`src/rtl/j1_pkg.sv`:
```
// Shared types and constants for the J1 RAM boot loader.
// Holds the loader state encoding, the default frame magic and the checksum helper.
package j1_pkg;

  typedef logic [15:0] word_t;

  typedef enum logic [3:0] {
    ST_SYNC    = 4'd0,
    ST_ADDR_HI = 4'd1,
    ST_ADDR_LO = 4'd2,
    ST_LEN_HI  = 4'd3,
    ST_LEN_LO  = 4'd4,
    ST_DATA_HI = 4'd5,
    ST_DATA_LO = 4'd6,
    ST_CSUM    = 4'd7,
    ST_DONE    = 4'd8,
    ST_ERROR   = 4'd9
  } loader_state_e;

  localparam logic [7:0] LOADER_MAGIC = 8'hA5;

  // 8-bit modular checksum accumulation
  function automatic logic [7:0] csum_add(input logic [7:0] acc, input logic [7:0] b);
    return acc + b;
  endfunction

endpackage

```
`src/rtl/j1_ram_loader.sv`:
```
// Framed byte-stream boot loader: writes big-endian words to J1 RAM port B and
// holds the core in reset until a frame with a good checksum has been loaded.
module j1_ram_loader
  import j1_pkg::*;
#(
  parameter logic [7:0] MAGIC      = LOADER_MAGIC,
  parameter int         ADDR_WIDTH = 16
) (
  input  logic                  clock,
  input  logic                  reset,
  input  logic [7:0]            in_data,
  input  logic                  in_valid,
  output logic                  in_ready,
  input  logic                  restart,
  output logic [ADDR_WIDTH-1:0] ram_addr,
  output logic [15:0]           ram_data,
  output logic                  ram_write,
  output logic                  cpu_hold,
  output logic                  done,
  output logic                  error,
  output logic [15:0]           words_loaded
);

  loader_state_e         state;
  logic [ADDR_WIDTH-1:0] addr_cnt;
  logic [7:0]            addr_hi;
  logic [7:0]            len_hi;
  logic [7:0]            data_hi;
  word_t                 remaining;
  logic [7:0]            checksum;
  logic                  xfer;
  logic [7:0]            csum_next;
  word_t                 len_full;

  // Transfer qualifier and running checksum including the current byte
  always_comb begin
    xfer      = in_valid & in_ready;
    csum_next = csum_add(checksum, in_data);
    len_full  = {len_hi, in_data};
  end

  // Loader FSM, counters, checksum and all registered outputs
  always_ff @(posedge clock) begin
    if (reset) begin
      state        <= ST_SYNC;
      in_ready     <= 1'b1;
      ram_write    <= 1'b0;
      ram_addr     <= '0;
      ram_data     <= 16'h0000;
      cpu_hold     <= 1'b1;
      done         <= 1'b0;
      error        <= 1'b0;
      words_loaded <= 16'h0000;
      checksum     <= 8'h00;
      addr_cnt     <= '0;
      addr_hi      <= 8'h00;
      len_hi       <= 8'h00;
      data_hi      <= 8'h00;
      remaining    <= 16'h0000;
    end else begin
      ram_write <= 1'b0;
      case (state)
        ST_SYNC: begin
          if (xfer && (in_data == MAGIC)) begin
            checksum     <= 8'h00;
            words_loaded <= 16'h0000;
            state        <= ST_ADDR_HI;
          end
        end
        ST_ADDR_HI: begin
          if (xfer) begin
            checksum <= csum_next;
            addr_hi  <= in_data;
            state    <= ST_ADDR_LO;
          end
        end
        ST_ADDR_LO: begin
          if (xfer) begin
            checksum <= csum_next;
            addr_cnt <= ADDR_WIDTH'({addr_hi, in_data});
            state    <= ST_LEN_HI;
          end
        end
        ST_LEN_HI: begin
          if (xfer) begin
            checksum <= csum_next;
            len_hi   <= in_data;
            state    <= ST_LEN_LO;
          end
        end
        ST_LEN_LO: begin
          if (xfer) begin
            checksum  <= csum_next;
            remaining <= len_full;
            state     <= (len_full == 16'h0000) ? ST_CSUM : ST_DATA_HI;
          end
        end
        ST_DATA_HI: begin
          if (xfer) begin
            checksum <= csum_next;
            data_hi  <= in_data;
            state    <= ST_DATA_LO;
          end
        end
        ST_DATA_LO: begin
          if (xfer) begin
            checksum     <= csum_next;
            ram_write    <= 1'b1;
            ram_data     <= {data_hi, in_data};
            ram_addr     <= addr_cnt;
            addr_cnt     <= addr_cnt + 1'b1;
            words_loaded <= words_loaded + 16'd1;
            remaining    <= remaining - 16'd1;
            state        <= (remaining == 16'd1) ? ST_CSUM : ST_DATA_HI;
          end
        end
        ST_CSUM: begin
          if (xfer) begin
            checksum <= csum_next;
            in_ready <= 1'b0;
            if (csum_next == 8'h00) begin
              state    <= ST_DONE;
              done     <= 1'b1;
              cpu_hold <= 1'b0;
            end else begin
              state    <= ST_ERROR;
              error    <= 1'b1;
              cpu_hold <= 1'b1;
            end
          end
        end
        ST_DONE, ST_ERROR: begin
          if (restart) begin
            state    <= ST_SYNC;
            done     <= 1'b0;
            error    <= 1'b0;
            cpu_hold <= 1'b1;
            in_ready <= 1'b1;
          end
        end
        default: begin
          // Unreachable encodings recover to a safe, held state
          state    <= ST_SYNC;
          in_ready <= 1'b1;
          cpu_hold <= 1'b1;
          done     <= 1'b0;
          error    <= 1'b0;
        end
      endcase
    end
  end

endmodule

```
`config.mk`:
```
export PLATFORM = sky130hd
export DESIGN_NAME = j1_ram_loader
export DESIGN_NICKNAME = d
export VERILOG_FILES = /design/src/rtl/j1_pkg.sv /design/src/rtl/j1_ram_loader.sv
export SDC_FILE = /design/constraint.sdc
export NUM_CORES = 1
export LEC_CHECK = 0
export CAP_MARGIN = 20
export CORE_MARGIN = 2
export CORE_UTILIZATION = 40
export DETAILED_ROUTE_END_ITERATION = 8
export PLACE_DENSITY_LB_ADDON = 0.05
export SYNTH_ARGS = -nofsm -noshare
export SYNTH_HDL_FRONTEND = slang
export SYNTH_SLANG_ARGS = --single-unit
```
`constraint.sdc`:
```
create_clock -name clock -period 4.1 [get_ports clock]
set_clock_uncertainty 0.2 [all_clocks]
set_input_delay 1.025 -clock clock [delete_from_list [all_inputs] [get_ports clock]]
set_output_delay 1.025 -clock clock [all_outputs]
set_load 0.02 [all_outputs]
```
==> metrics.cfg, run 1 <==
[route]
dr_total_vias = 5457
detail_route.wirelength_mm = 15.9
antenna_left = 0
via_per_inst = 5.59
firstDrtPassIters = 6
wl_per_cell_um = 16.3
route.detailed.drc = 0
drt_first_iter_violations = 399

[clock_network]
path_clk_slew_ns = 0.06
h-tree-depth = 4
clock-sinks = 121
ctsRootBufferMaster = clkbuf_16
cts_tree = yes
ctsLongestPathBuffers = 2
cts_buffers = 17
post_cts.repair.setup_buffers = 0
cts_hold_buf = 0
clk_latency_ns = 0.42
cts-resized-gates = 0

[critical_path]
cp-start-kind = primary input
crit_path_end = state[0]$_SDFFE_PP0P_
crit_type = in -> reg
arrival_ns = 3.48
r2r-end = words_loaded[7]$_SDFFE_PP0P_
crit_path_max_fanout = 4
reg2reg_setup_slack_ns = 1.13
r2r_cells = 6
end_kind = flip-flop
critPathLaunch = in_data[0]
r2r-start = state[2]$_SDFFE_PP0P_
worst-endpoint-required_ns = 4.19

[flow_run]
max_cap_violations = 0

[logic_synthesis]
ys_warn_count = 0
syn_area_per_cell_um2 = 8.04
synth_fa_ha_area_share_pct = 2.69
syn_area_mm2 = 0.00585
synth-compound-area-share_pct = 20.8
async_reset_ff_share_pct = 0
ys_ff_latch = 121
yosys.area_share.xor_xnor_pct = 1.95
synth-simple-area-share_pct = 24.1
synth_top_flop_cell = dfxtp_1
ys_types = 62
syn_inst = 728
synth_edf_count = 0
synth_top_family_by_area = simple AND/OR/NAND/NOR gates
synthMuxAreaShare_pct = 4.45
syn_nets = 752
seq_area_frac_synth_pct = 41.4

[timing]
post-route-period-util_pct = 82.6
fmax_ghz = 0.295
final-hold-violation-count = 0
period_needed_ns = 3.39
tightest_slew_ns = 0.648
maxSlewViolCount = 0
slew_headroom_pct = 56.4
setup_viol = 0
rsz0062_at_grt = no
hold_slack_ns = 0.252
fin_setup_tns_ns = 0

[floorplanning]
core_area_mm2 = 0.0144
die_h_um = 125
num_rows = 44
die_w_um = 125
ios = 65
initial_utilization_pct = 40.6
dieArea_mm2 = 0.0156

[final_layout]
area_growth_pct = 24.2
final_cells = 976
num_antenna_cells = 0
mostFrequentLayoutCells = 121 x dfxtp_1, 105 x nand2_1, 80 x a21oi_1
nets = 803
layout_commonest_cell = dfxtp_1
drive_gt1_share_pct = 9.22

[global_route]
grt_pass1_wl_mm = 26.8
track_usage_pct = 21.0
grt-busiest-layer = met2
grt_start_max_net_pins = 51
use_met1_pct = 29.2
overflow = 0
grt_pass1_vias = 5217
grt_use_met3_pct = 4.49
antenna_found_initial = 0
grtUsageMet2_pct = 33.1

[placement]
dp_cells = 944
hpwl_mm = 10.5
port_buffers = 64
place_congestion = 0.788

[pwr]
leakagePower_nw = 2.51
ir_drop_mv = 0.274
finalPower_w = 0.00299
p_per_area_mw_per_mm2 = 412

[status]
status = finished, final reports clean

[worst_hold_path]
min_path_type = reg -> reg

-- routing by layer --
layer	vias to the layer above	wire length [µm]	part of all wire [%]
li1	2718	-	-
met3	16	688	4.3
met4	0	180	1.1
met2	140	7370	46
met5	-	0	0
met1	2583	7620	48
-- worst max-delay path, stage by stage --
cell	delay, ns
clkdlybuf4s50_1	0.42
ha_1	0.24
fa_1	0.41
a211oi_1	0.44
nor4_1	0.12
or3_1	0.41
a311oi_1	0.29
o21ai_0	0.11
-- sequential cells by signal (all words and copies together) (netlist names), 4 cells and up --
signal	cells
state	4
data_hi	8
words_loaded	16
len_hi	8
remaining	16
checksum	8
ram_addr	16
ram_data	16
addr_cnt	16
addr_hi	8
-- report_power, final --
| part | total (W) | switching (W) | internal [W] |
|---|---|---|---|
| sequential | 0.00125 | 0.0000403 | 0.00121 |
| clock | 0.00148 | 0.000578 | 0.000898 |
| combinational | 0.000267 | 0.000158 | 0.000109 |
-- cell families after synthesis --
kind of cell             after synthesis
buffers and inverters                 67
AND/OR/NAND/NOR                      292
multiplexers                          26
XOR/XNOR                              13
flip-flops                           121
adder cells (fa/ha/maj)               12
AO/OA/AOI/OAI                        197
-- how the worst min path moves through the flow --
| stage | start | to | slack, ns | cells past startpoint |
|---|---|---|---|---|
| after detailed placement | data_hi[5]$_SDFFE_PP0P_ | ram_data[13]$_SDFFE_PP0P_ | 0.25 | 2 |
| after floorplan | data_hi[2]$_SDFFE_PP0P_ | ram_data[10]$_SDFFE_PP0P_ | 0.23 | 2 |
| final | ram_addr[1]$_SDFFE_PP0P_ | ram_addr[1]$_SDFFE_PP0P_ | 0.25 | 2 |
| after global placement | data_hi[5]$_SDFFE_PP0P_ | ram_data[13]$_SDFFE_PP0P_ | 0.24 | 2 |
| after global routing | ram_addr[0]$_SDFFE_PP0P_ | ram_addr[0]$_SDFFE_PP0P_ | 0.28 | 2 |
| after CTS | ram_addr[1]$_SDFFE_PP0P_ | ram_addr[1]$_SDFFE_PP0P_ | 0.25 | 2 |
-- layout make-up --
type / count / area, µm²
fill: 1398 / 7160
multi-input combinational: 540 / 3190
sequential: 121 / 2420
timing repair buffer: 85 / 796
clock buffer: 18 / 429
tap: 184 / 230
clock inverter: 14 / 149
inverter: 14 / 52.6
-- Yosys cell counts (3+ instances only) --
library cell  count  share of area [%]
a311oi_1          4               0.60
nor2_1           74                4.7
or3_1            11                1.2
a22oi_1          11                1.4
buf_2            12                1.0
and3_1           10                1.1
nand4_1           8               0.86
and2_1            4               0.43
nor3_1           16                1.4
a211oi_1         11                1.4
xor2_1           12                1.8
nand3b_1          4               0.51
o21ba_2           3               0.51
nand2_1         105                6.7
and4_1            5               0.75
dfxtp_1         121                 41
or2_2             4               0.43
o22ai_1           7               0.75
nor4_1           10                1.1
nand3_1          18                1.5
a31oi_1           3               0.32
ha_1             11                2.4
o32ai_1           4               0.60
nand2b_1          4               0.43
nor3b_1           4               0.51
mux2i_1          26                4.4
inv_1            14               0.90
a21oi_1          80                6.8
o2111ai_1         7                1.0
clkbuf_1         41                2.6
o21ai_0          44                3.8
-- through the flow --
step / utilization, % / area, µm² / worst slack (ns)
2_1_floorplan: - / 5850 / 0.930
3_3_place_gp: 46.4 / 6690 / 0.318
3_5_place_dp: 46.4 / 6690 / 0.270
4_1_cts: 50.4 / 7270 / 0.704
5_1_grt: 50.4 / 7270 / 0.420
6_report: 50.4 / 7270 / 0.713
No activity file was read; power rests on OpenSTA's default activity.
==> inputs of run 2 (changes only) <==
clock period = 2.9 ns   (was 4.1 ns; I/O delays follow)
==> run 2 against run 1 <==
  * Hold slack improved by 0.0010 ns
  * Wire length rose by 2.5%
  * Final area rose by 5.4%
  * First-iteration DRC count fell by 12%
  * Critical path depth rose by 3
  * Non-clock buffer count rose by 30
  * Sequential share of layout area fell by 1.7 points
  * Critical path type unchanged
  * Largest cell class unchanged
==> metrics.cfg, run 2 (same netlist as run 1, synthesis figures left out) <==
[status]
status = finished, final reports clean

[timing]
setup_viol = 0
slew_headroom_pct = 61.3
post-route-period-util_pct = 97.0
final-hold-violation-count = 0
maxSlewViolCount = 0
fmax_ghz = 0.356
rsz0062_at_grt = no
tightest_slew_ns = 0.580
period_needed_ns = 2.81

[clock_network]
h-tree-depth = 4
ctsRootBufferMaster = clkbuf_16
ctsLongestPathBuffers = 2
cts_tree = yes
path_clk_slew_ns = 0.06
clock-sinks = 121
cts_buffers = 17
clk_latency_ns = 0.42

[worst_hold_path]
min_path_type = reg -> reg
whs_path_depth = 2

[pwr]
leakagePower_nw = 2.71
ir_drop_mv = 0.435
p_per_area_mw_per_mm2 = 580

[floorplanning]
die_h_um = 125
core_area_mm2 = 0.0144
num_rows = 44
dieArea_mm2 = 0.0156
initial_utilization_pct = 40.6
die_w_um = 125
ios = 65

[placement]
port_buffers = 64
place_area_mm2 = 0.00697
place_congestion = 0.853
hpwl_mm = 10.7

[route]
drt_first_iter_violations = 352
antenna_left = 0
dr_total_vias = 5640
firstDrtPassIters = 5
detail_route.wirelength_mm = 16.3
via_per_inst = 5.61
route.detailed.drc = 0
wl_per_cell_um = 16.2

[critical_path]
cp-start-kind = primary input
path_buf_inv = 5
crit_path_max_fanout = 4
max_stage_delay_ns = 0.49
crit_type = in -> reg
critical-path-top-delay-family = buffers and inverters
r2r_cells = 9
path_cells = clkdlybuf4s50_1, ha_4, buf_4, a211oi_2, buf_4, buf_4, o21a_1, or3_1, buf_4, a22oi_1, nor2_1
end_kind = flip-flop
cp.depth = 11
arrival_ns = 2.91
worst-endpoint-required_ns = 3.00
cpMostUsedCell = buf_4
slowest_stage = clkdlybuf4s50_1

[global_route]
grt_start_max_net_pins = 65
grt_pass1_wl_mm = 26.5
antenna_found_initial = 0
track_usage_pct = 20.8
grt_pass1_vias = 5233
overflow = 0

[final_layout]
finish.instance_area_mm2 = 0.00766
mostFrequentLayoutCells = 121 x dfxtp_1, 105 x nand2_1, 80 x a21oi_1
drive_gt1_share_pct = 13.4
fin_util_pct = 53.1
num_antenna_cells = 0
nets = 833
layout_commonest_cell = dfxtp_1
area_growth_pct = 30.9

[flow_run]
max_cap_violations = 0

[run 2: cell types whose count changed in the layout (fill, tap and decap cells not counted), sizes merged]
cell           previous run  this run
buf                      22        52
clkinv                    8         4
clkdlybuf4s50            63        61
clkinvlp                  1         3
dlymetal6s2s              0         2
bufinv                    2         3
clkbuf                   18        19
[run 2: where the power goes]
group / leakage [nW] / internal, W / total [W] / switching [W]
Combinational: 1.44 / 0.000214 / 0.000458 / 0.000244
Clock: 0.296 / 0.00140 / 0.00222 / 0.000817
Sequential: 0.975 / 0.00171 / 0.00176 / 0.0000571
Total: 2.71 / 0.00332 / 0.00444 / 0.00112
[run 2: worst reg2reg max path: cells and delay by family (launching register included)]
family,cells,cell delay [ns]
flops,1,0.33
simple gates,3,0.53
buf+inv,2,0.32
compound gates,2,0.37
fa+ha+maj,2,0.53
[run 2: metrics by stage]
stage	TNS (ns)	hold WS (ns)	setup WS (ns)	cells	total power [W]
after floorplan	0	0.231	0.0296	728	0.00205
after global routing	0	0.270	0.0000311	1006	0.00462
after CTS	0	0.257	0.00755	1004	0.00446
after global placement	-6.85	0.240	-0.472	972	0.00223
after detailed placement	-8.42	0.250	-0.604	972	0.00224
final	0	0.253	0.0872	1006	0.00444
[run 2: layout make-up]
class                      instances  area [µm²]
tap                              184         230
timing repair buffer             115        1100
inverter                          14        52.6
clock inverter                    13         166
sequential                       121        2420
multi-input combinational        540        3230
clock buffer                      19         453
fill                            1369        6770
[run 2: worst paths after layout]
kind                            start                  endpoint  slack (ns)
max                        in_data[2]  checksum[6]$_SDFFE_PP0P_        0.09
min          ram_addr[6]$_SDFFE_PP0P_  ram_addr[6]$_SDFFE_PP0P_        0.25
max reg2reg  checksum[0]$_SDFFE_PP0P_  checksum[6]$_SDFFE_PP0P_        0.49
min reg2reg  ram_addr[6]$_SDFFE_PP0P_  ram_addr[6]$_SDFFE_PP0P_        0.25
[run 2: routing by layer]
metal / vias up / wire length [µm] / track usage, %
met5: - / 0 / 0
met4: 0 / 318 / 6.60
met3: 28 / 566 / 4.75
met2: 131 / 7380 / 32.7
met1: 2697 / 7990 / 28.5
li1: 2784 / - / -
[run 2: timing repair]
action	CTS	global route
resized for setup	4	9
endpoints found under the hold margin	0	0
setup buffers	0	2
pin swaps	0	4
endpoints found under the setup margin	4	7
hold buffers	0	0
